`config.mk`:
```
export PLATFORM = sky130hd
export DESIGN_NAME = aes_key_expander_flat
export DESIGN_NICKNAME = d
export VERILOG_FILES = /design/src/rtl/aes_pkg.sv /design/src/rtl/aes_key_expander_if.sv /design/src/rtl/aes_subword.sv /design/src/rtl/aes_key_expander.sv /design/src/flat_wrapper.sv
export SDC_FILE = /design/constraint.sdc
export NUM_CORES = 2
export LEC_CHECK = 0
export CAP_MARGIN = 20
export CORE_MARGIN = 10
export CORE_UTILIZATION = 45
export CTS_BUF_LIST = sky130_fd_sc_hd__clkbuf_8
export CTS_CLUSTER_DIAMETER = 100
export DETAILED_ROUTE_END_ITERATION = 10
export PLACE_DENSITY_LB_ADDON = 0.08
export SKIP_CTS_REPAIR_TIMING = 1
export SLEW_MARGIN = 25
export SYNTH_ARGS = -nofsm -noshare
export SYNTH_HDL_FRONTEND = slang
export SYNTH_HIERARCHICAL = 1
export SYNTH_SLANG_ARGS = --single-unit
export TNS_END_PERCENT = 10
```
`constraint.sdc`:
```
create_clock -name clk -period 7.2 [get_ports clk]
set_input_delay 1.44 -clock clk [delete_from_list [all_inputs] [get_ports clk]]
set_output_delay 1.44 -clock clk [all_outputs]
set_load 0.02 [all_outputs]
```
`src/rtl/aes_pkg.sv`:
```
// Shared AES key-schedule definitions: key length codes, Nk/Nr lookup,
// FSM state type, GF(2^8) xtime and the forward S-box.
package aes_pkg;

  typedef enum logic [1:0] {
    KL_128  = 2'b00,
    KL_192  = 2'b01,
    KL_256  = 2'b10,
    KL_RSVD = 2'b11
  } key_len_e;

  typedef enum logic [1:0] {
    ST_IDLE  = 2'd0,
    ST_GEN   = 2'd1,
    ST_DRAIN = 2'd2
  } state_e;

  // Key length in 32-bit words; 0 marks the reserved code.
  function automatic logic [3:0] nk_of(input logic [1:0] kl);
    case (kl)
      KL_128:  nk_of = 4'd4;
      KL_192:  nk_of = 4'd6;
      KL_256:  nk_of = 4'd8;
      default: nk_of = 4'd0;
    endcase
  endfunction

  // Number of cipher rounds.
  function automatic logic [3:0] nr_of(input logic [1:0] kl);
    case (kl)
      KL_128:  nr_of = 4'd10;
      KL_192:  nr_of = 4'd12;
      KL_256:  nr_of = 4'd14;
      default: nr_of = 4'd0;
    endcase
  endfunction

  // Multiply by x in GF(2^8) modulo x^8+x^4+x^3+x+1.
  function automatic logic [7:0] xtime(input logic [7:0] b);
    xtime = {b[6:0], 1'b0} ^ (b[7] ? 8'h1b : 8'h00);
  endfunction

  // Index 0 is the leftmost byte of the concatenation.
  localparam logic [0:255][7:0] SBOX = {
    128'h637c777bf26b6fc53001672bfed7ab76,
    128'hca82c97dfa5947f0add4a2af9ca472c0,
    128'hb7fd9326363ff7cc34a5e5f171d83115,
    128'h04c723c31896059a071280e2eb27b275,
    128'h09832c1a1b6e5aa0523bd6b329e32f84,
    128'h53d100ed20fcb15b6acbbe394a4c58cf,
    128'hd0efaafb434d338545f9027f503c9fa8,
    128'h51a3408f929d38f5bcb6da2110fff3d2,
    128'hcd0c13ec5f974417c4a77e3d645d1973,
    128'h60814fdc222a908846eeb814de5e0bdb,
    128'he0323a0a4906245cc2d3ac629195e479,
    128'he7c8376d8dd54ea96c56f4ea657aae08,
    128'hba78252e1ca6b4c6e8dd741f4bbd8b8a,
    128'h703eb5664803f60e613557b986c11d9e,
    128'he1f8981169d98e949b1e87e9ce5528df,
    128'h8ca1890dbfe6426841992d0fb054bb16
  };

  function automatic logic [7:0] sbox(input logic [7:0] b);
    sbox = SBOX[b];
  endfunction

endpackage

```
`src/rtl/aes_key_expander_if.sv`:
```
// Load request and round-key stream between the key expander and its user.
interface aes_key_expander_if #(parameter int NK_MAX = 8);
  logic                  start;
  logic [1:0]            key_len;
  logic [32*NK_MAX-1:0]  key_in;
  logic                  busy;
  logic                  key_err;
  logic                  rk_valid;
  logic                  rk_ready;
  logic [127:0]          rk_data;
  logic [3:0]            rk_round;
  logic                  rk_last;

  modport master (
    output start, key_len, key_in, rk_ready,
    input  busy, key_err, rk_valid, rk_data, rk_round, rk_last
  );

  modport slave (
    input  start, key_len, key_in, rk_ready,
    output busy, key_err, rk_valid, rk_data, rk_round, rk_last
  );
endinterface

```
`src/rtl/aes_subword.sv`:
```
// SubWord: four parallel S-box lookups on a 32-bit word.
module aes_subword
  import aes_pkg::*;
(
  input  logic [31:0] word_in,
  output logic [31:0] word_out
);
  // Byte-wise substitution, byte order preserved.
  assign word_out = {sbox(word_in[31:24]), sbox(word_in[23:16]),
                     sbox(word_in[15:8]),  sbox(word_in[7:0])};
endmodule

```
`src/rtl/aes_key_expander.sv`:
```
// Sequential AES-128/192/256 key schedule, one word per cycle, emitting
// 128-bit round keys 0..Nr on a valid/ready stream.
//
// state    | meaning
// ST_IDLE  | waiting for start; load window on a legal request
// ST_GEN   | producing w[i] each cycle unless the output register is full
// ST_DRAIN | last round key presented, waiting for its acceptance
module aes_key_expander
  import aes_pkg::*;
#(
  parameter int NK_MAX = 8
) (
  input logic              clk,
  input logic              rst_n,
  aes_key_expander_if.slave bus
);

  state_e        state;
  logic [31:0]   win [8];      // win[0] = w[i-Nk], win[Nk-1] = w[i-1]
  logic [5:0]    idx;
  logic [2:0]    m;
  logic [7:0]    rcon;
  logic [3:0]    nk;
  logic [5:0]    last_idx;
  logic [95:0]   acc;
  logic          busy_q, key_err_q, rk_valid_q, rk_last_q;
  logic [127:0]  rk_data_q;
  logic [3:0]    rk_round_q;

  logic [255:0]  key_pad;
  logic [2:0]    top_sel;
  logic [31:0]   temp, sub_in, sub_out, temp_x, new_word;
  logic          key_phase, stall, advance, accept, kl_legal;

  assign key_pad   = 256'(bus.key_in) << (256 - 32*NK_MAX);
  assign top_sel   = 3'(nk - 4'd1);
  assign temp      = win[top_sel];
  assign sub_in    = (m == 3'd0) ? {temp[23:0], temp[31:24]} : temp;
  assign key_phase = idx < {2'b00, nk};
  assign stall     = rk_valid_q && !bus.rk_ready && (idx[1:0] == 2'b11);
  assign advance   = (state == ST_GEN) && !stall;
  assign accept    = rk_valid_q && bus.rk_ready;
  assign kl_legal  = (bus.key_len != KL_RSVD) && (int'(nk_of(bus.key_len)) <= NK_MAX);

  aes_subword u_subword (.word_in(sub_in), .word_out(sub_out));

  // Select the transformed w[i-1] and form the next schedule word.
  always_comb begin
    temp_x = temp;
    if (m == 3'd0)
      temp_x = sub_out ^ {rcon, 24'h0};
    else if (nk == 4'd8 && m == 3'd4)
      temp_x = sub_out;
    new_word = key_phase ? win[0] : (win[0] ^ temp_x);
  end

  // Control FSM, schedule window, packing and registered outputs.
  always_ff @(posedge clk or negedge rst_n) begin
    if (!rst_n) begin
      state      <= ST_IDLE;
      busy_q     <= 1'b0;
      key_err_q  <= 1'b0;
      rk_valid_q <= 1'b0;
      rk_last_q  <= 1'b0;
      rk_data_q  <= '0;
      rk_round_q <= '0;
      rcon       <= 8'h01;
      idx        <= '0;
      m          <= '0;
      nk         <= '0;
      last_idx   <= '0;
      acc        <= '0;
      for (int k = 0; k < 8; k++) win[k] <= '0;
    end else begin
      key_err_q <= 1'b0;
      if (accept) begin
        rk_valid_q <= 1'b0;
        rk_last_q  <= 1'b0;
      end
      case (state)
        ST_IDLE: begin
          if (bus.start) begin
            if (kl_legal) begin
              state    <= ST_GEN;
              busy_q   <= 1'b1;
              nk       <= nk_of(bus.key_len);
              last_idx <= {nr_of(bus.key_len), 2'b11};
              idx      <= '0;
              m        <= '0;
              rcon     <= 8'h01;
              for (int k = 0; k < 8; k++) win[k] <= key_pad[255-32*k -: 32];
            end else begin
              key_err_q <= 1'b1;
            end
          end
        end
        ST_GEN: begin
          if (advance) begin
            for (int k = 0; k < 7; k++) win[k] <= win[k+1];
            win[top_sel] <= new_word;
            idx <= idx + 6'd1;
            m   <= ({1'b0, m} == nk - 4'd1) ? 3'd0 : m + 3'd1;
            if (!key_phase && m == 3'd0) rcon <= xtime(rcon);
            if (idx[1:0] != 2'b11) begin
              acc <= {acc[63:0], new_word};
            end else begin
              rk_data_q  <= {acc, new_word};
              rk_valid_q <= 1'b1;
              rk_round_q <= idx[5:2];
              rk_last_q  <= (idx == last_idx);
            end
            if (idx == last_idx) state <= ST_DRAIN;
          end
        end
        ST_DRAIN: begin
          if (accept) begin
            state  <= ST_IDLE;
            busy_q <= 1'b0;
          end
        end
        default: state <= ST_IDLE;
      endcase
    end
  end

  assign bus.busy     = busy_q;
  assign bus.key_err  = key_err_q;
  assign bus.rk_valid = rk_valid_q;
  assign bus.rk_data  = rk_data_q;
  assign bus.rk_round = rk_round_q;
  assign bus.rk_last  = rk_last_q;

endmodule

```
`src/flat_wrapper.sv`:
```
// flat-port wrapper written by rule: the top's interface ports become plain ports
module aes_key_expander_flat import aes_pkg::*;
#(
  parameter int NK_MAX = 8
)
  (clk, rst_n, bus_start, bus_key_len, bus_key_in, bus_rk_ready, bus_busy, bus_key_err, bus_rk_valid, bus_rk_data, bus_rk_round, bus_rk_last);
  aes_key_expander_if #(.NK_MAX(NK_MAX)) bus_i ();
  input logic clk;
  input logic rst_n;
  input wire logic [$bits(bus_i.start)-1:0] bus_start;
  input wire logic [$bits(bus_i.key_len)-1:0] bus_key_len;
  input wire logic [$bits(bus_i.key_in)-1:0] bus_key_in;
  input wire logic [$bits(bus_i.rk_ready)-1:0] bus_rk_ready;
  output wire logic [$bits(bus_i.busy)-1:0] bus_busy;
  output wire logic [$bits(bus_i.key_err)-1:0] bus_key_err;
  output wire logic [$bits(bus_i.rk_valid)-1:0] bus_rk_valid;
  output wire logic [$bits(bus_i.rk_data)-1:0] bus_rk_data;
  output wire logic [$bits(bus_i.rk_round)-1:0] bus_rk_round;
  output wire logic [$bits(bus_i.rk_last)-1:0] bus_rk_last;
  assign bus_i.start = bus_start;
  assign bus_i.key_len = bus_key_len;
  assign bus_i.key_in = bus_key_in;
  assign bus_i.rk_ready = bus_rk_ready;
  assign bus_busy = bus_i.busy;
  assign bus_key_err = bus_i.key_err;
  assign bus_rk_valid = bus_i.rk_valid;
  assign bus_rk_data = bus_i.rk_data;
  assign bus_rk_round = bus_i.rk_round;
  assign bus_rk_last = bus_i.rk_last;
  aes_key_expander #(.NK_MAX(NK_MAX)) u_core (.clk(clk), .rst_n(rst_n), .bus(bus_i));
endmodule
```
==> metrics.txt <==
run status=completed; Nets=5,000; Initial Util=0.453; unrepaired setup endpoints after global routing=false; Final HPWL DP=121,000 um; Port Buf Inserts=397; Fin Setup TNS=0 ns; Critical Path Source Type=flip-flop; CTS Root Buffer Type=clkbuf_8; leading cell type in the layout, fill and taps excluded=nand2_1; clock-pin slew on the worst setup and hold paths=0.07 ns; clk_skew=0.0624 ns; Worst-Skew Late Latency=0.72 ns; via/cell ratio=6.77; CP Data Required Time=7.73 ns; vias in the first global route=37.1k; register bit total from synthesis=514; filler cell count=7,768; CTS tree=built; reg2reg path depth=18; gr usage total=0.350; Hold Violations, Final=0; DIE AREA=0.0942 mm^2; die height=307 um; Worst R2R Setup Slack=0.70 ns; antenna violations before repair=12; Most used DFF post-synth=dfrtp_1; Slew @ Worst Pin=1.14 ns; end of the worst register-to-register path=u_core/bus.rk_data[0]; fmax=154 MHz; area grow syn2layout=17.3%; DR WL/cell=29.6 um; Placer Congestion=1.06; max_slew headroom=0.234; Worst Setup End Kind=flip-flop; RR Startpoint=u_core/nk[2]; Hold Path Origin=u_core/last_idx[5]; share of post-route cells with drive strength above 1=0.129; post-synthesis mux area share=0.0854; global-route wire length before repair=253,000 um; largest net degree at the start of global routing=176; post-synthesis average cell area=8.21 um^2; Tcrit/Tclk final=0.903; number of clock sinks=514; die width=307 um; global route overflow=0; via count=39.3k; WHS Endpoint=u_core/last_idx[5]; Initial DRC Count=6,482; Tightest Hold Check Type=reg -> reg; Num CTS Buffers=81; Top-Level Pins=398; post-synthesis simple-gate area fraction=0.197; syn_nets=4,846; core box area=0.0818 mm^2; cell area after synthesis=0.0371 mm^2; synth unique cells=92; Compound-Gate Fraction of Synth Area=0.267; largest family of logic cells by synthesized area=compound AO/OA/AOI/OAI gates; antenna-violating nets left=0; htree depth=3; final setup vio count=0; most frequent cells in the layout=nand2_1 (643), dfrtp_1 (511), nor2_1 (470); Post-Route WL=172,000 um; drt drc=0; clock buffer depth=3; Max FO, Critical Path=66; hold path cells=1; critical path type=reg -> reg; count of final max-slew check failures=0; Synth Warn #=6; asr flop ratio synth=1.00; post-synthesis sequential area ratio=0.347; drt first pass iters=8; Post-synth EDFFs=0; Arrival @ worst endpoint=7.04 ns; Site Rows=105; max-cap viol count=0; Gate Count Post-Synth=4,512; Synth Area in Adders=0.0243; XOR/XNOR share of the synthesized area=0.0203; Tmin final=6.50 ns
## worst max path at each step
| stage | slack, ns | start | to | cells after the start |
|---|---|---|---|---|
| after floorplan | 1.53 | u_core/nk[1] | u_core/win[24] | 25 |
| after global placement | 0.83 | u_core/nk[2] | u_core/win[223] | 20 |
| after detailed placement | 0.93 | u_core/nk[2] | u_core/win[220] | 18 |
| after CTS | 0.90 | u_core/nk[2] | u_core/win[220] | 18 |
| after global routing | 0.46 | u_core/nk[2] | u_core/win[223] | 20 |
| final | 0.70 | u_core/nk[2] | u_core/bus.rk_data[0] | 18 |
## through the flow
stage | utilization | worst slack [ns] | area, um^2 | std cells | hold slack (ns)
2_1_floorplan | - | 1.53 | 37100 | 4512 | 0.456
3_3_place_gp | 0.509 | 0.827 | 41700 | 5653 | 0.473
3_5_place_dp | 0.509 | 0.926 | 41700 | 5653 | 0.475
4_1_cts | 0.531 | 0.898 | 43400 | 5803 | 0.491
5_1_grt | 0.531 | 0.462 | 43500 | 5813 | 0.520
6_report | 0.531 | 0.698 | 43500 | 5813 | 0.488
## registers in the layout, indices dropped and copies added, names as in the netlist
name                 cells
u_core/acc              96
u_core/bus.busy          1
u_core/bus.key_err       1
u_core/bus.rk_data     128
u_core/bus.rk_last       1
u_core/bus.rk_round      4
u_core/bus.rk_valid      1
u_core/idx               6
u_core/last_idx          4
u_core/m                 3
u_core/nk                3
u_core/rcon              8
u_core/state             2
u_core/win             256
## cells by family after synthesis
| logic type | after synthesis |
|---|---|
| flip-flops | 514 |
| AO/OA/AOI/OAI | 1483 |
| adder cells (fa/ha/maj) | 72 |
| AND/OR/NAND/NOR | 1641 |
| buffers and inverters | 498 |
| multiplexers | 244 |
| XOR/XNOR | 60 |
## Yosys cell counts (17+ instances only)
library cell / count / area share
a311oi_1: 35 / 0.0083
a221oi_1: 67 / 0.016
nand3_1: 80 / 0.011
nand2_1: 653 / 0.066
a21oi_1: 312 / 0.042
a211o_1: 17 / 0.0040
nand2b_1: 77 / 0.013
a211oi_1: 80 / 0.016
dfrtp_1: 513 / 0.35
nor4_1: 19 / 0.0032
nand4_1: 19 / 0.0032
ha_1: 72 / 0.024
inv_1: 44 / 0.0045
buf_1: 28 / 0.0028
o21ai_1: 34 / 0.0046
mux4_2: 39 / 0.024
or2_2: 25 / 0.0042
a222oi_1: 31 / 0.0084
nor2_1: 475 / 0.048
nor3_1: 92 / 0.012
and3_1: 33 / 0.0056
nor2b_1: 87 / 0.015
mux2_2: 174 / 0.053
mux2i_1: 27 / 0.0073
o311ai_0: 43 / 0.010
o21ai_0: 268 / 0.036
buf_2: 165 / 0.022
a21oi_2: 30 / 0.0071
o22ai_1: 95 / 0.016
and2_1: 25 / 0.0042
o211ai_1: 54 / 0.011
xnor2_2: 30 / 0.013
a31oi_1: 186 / 0.031
clkbuf_1: 231 / 0.023
o31ai_1: 17 / 0.0034
o221ai_1: 25 / 0.0059
## layout make-up
type | count | area [um^2] | area share
Tap cell | 1070 | 1340 | 0.0308
Timing Repair Buffer | 517 | 5040 | 0.116
Multi-Input combinational cell | 3500 | 22200 | 0.512
Clock inverter | 46 | 327 | 0.00751
Inverter | 52 | 195 | 0.00449
Antenna cell | 10 | 25.0 | 0.000576
Clock buffer | 104 | 1430 | 0.0329
Sequential cell | 514 | 12900 | 0.296
## worst max-delay path: stages (launching register included)
cell and delay [ns]:
dfrtp_1 0.37, inv_1 0.11, ha_2 0.69, buf_4 0.34, mux2_2 0.38, o21ai_0 0.79
o21ai_4 0.34, buf_12 0.30, nor2b_1 0.57, nor2_1 0.24, o211ai_1 0.22, a31oi_1 0.13
o21ai_0 0.36, o31ai_1 0.19, nand2_1 0.12, a21oi_1 0.10, xnor2_1 0.78, buf_4 0.24
a21oi_1 0.06
## routing by layer
layer | track usage | wire length, um
met4 | 0.166 | 8960
met1 | 0.459 | 67300
met2 | 0.536 | 76600
met5 | 0 | 27
met3 | 0.0878 | 19300
Power is left out: the tool's default activity adds up to more than one toggle a clock period on the data nets, which glitch-free logic cannot reach.
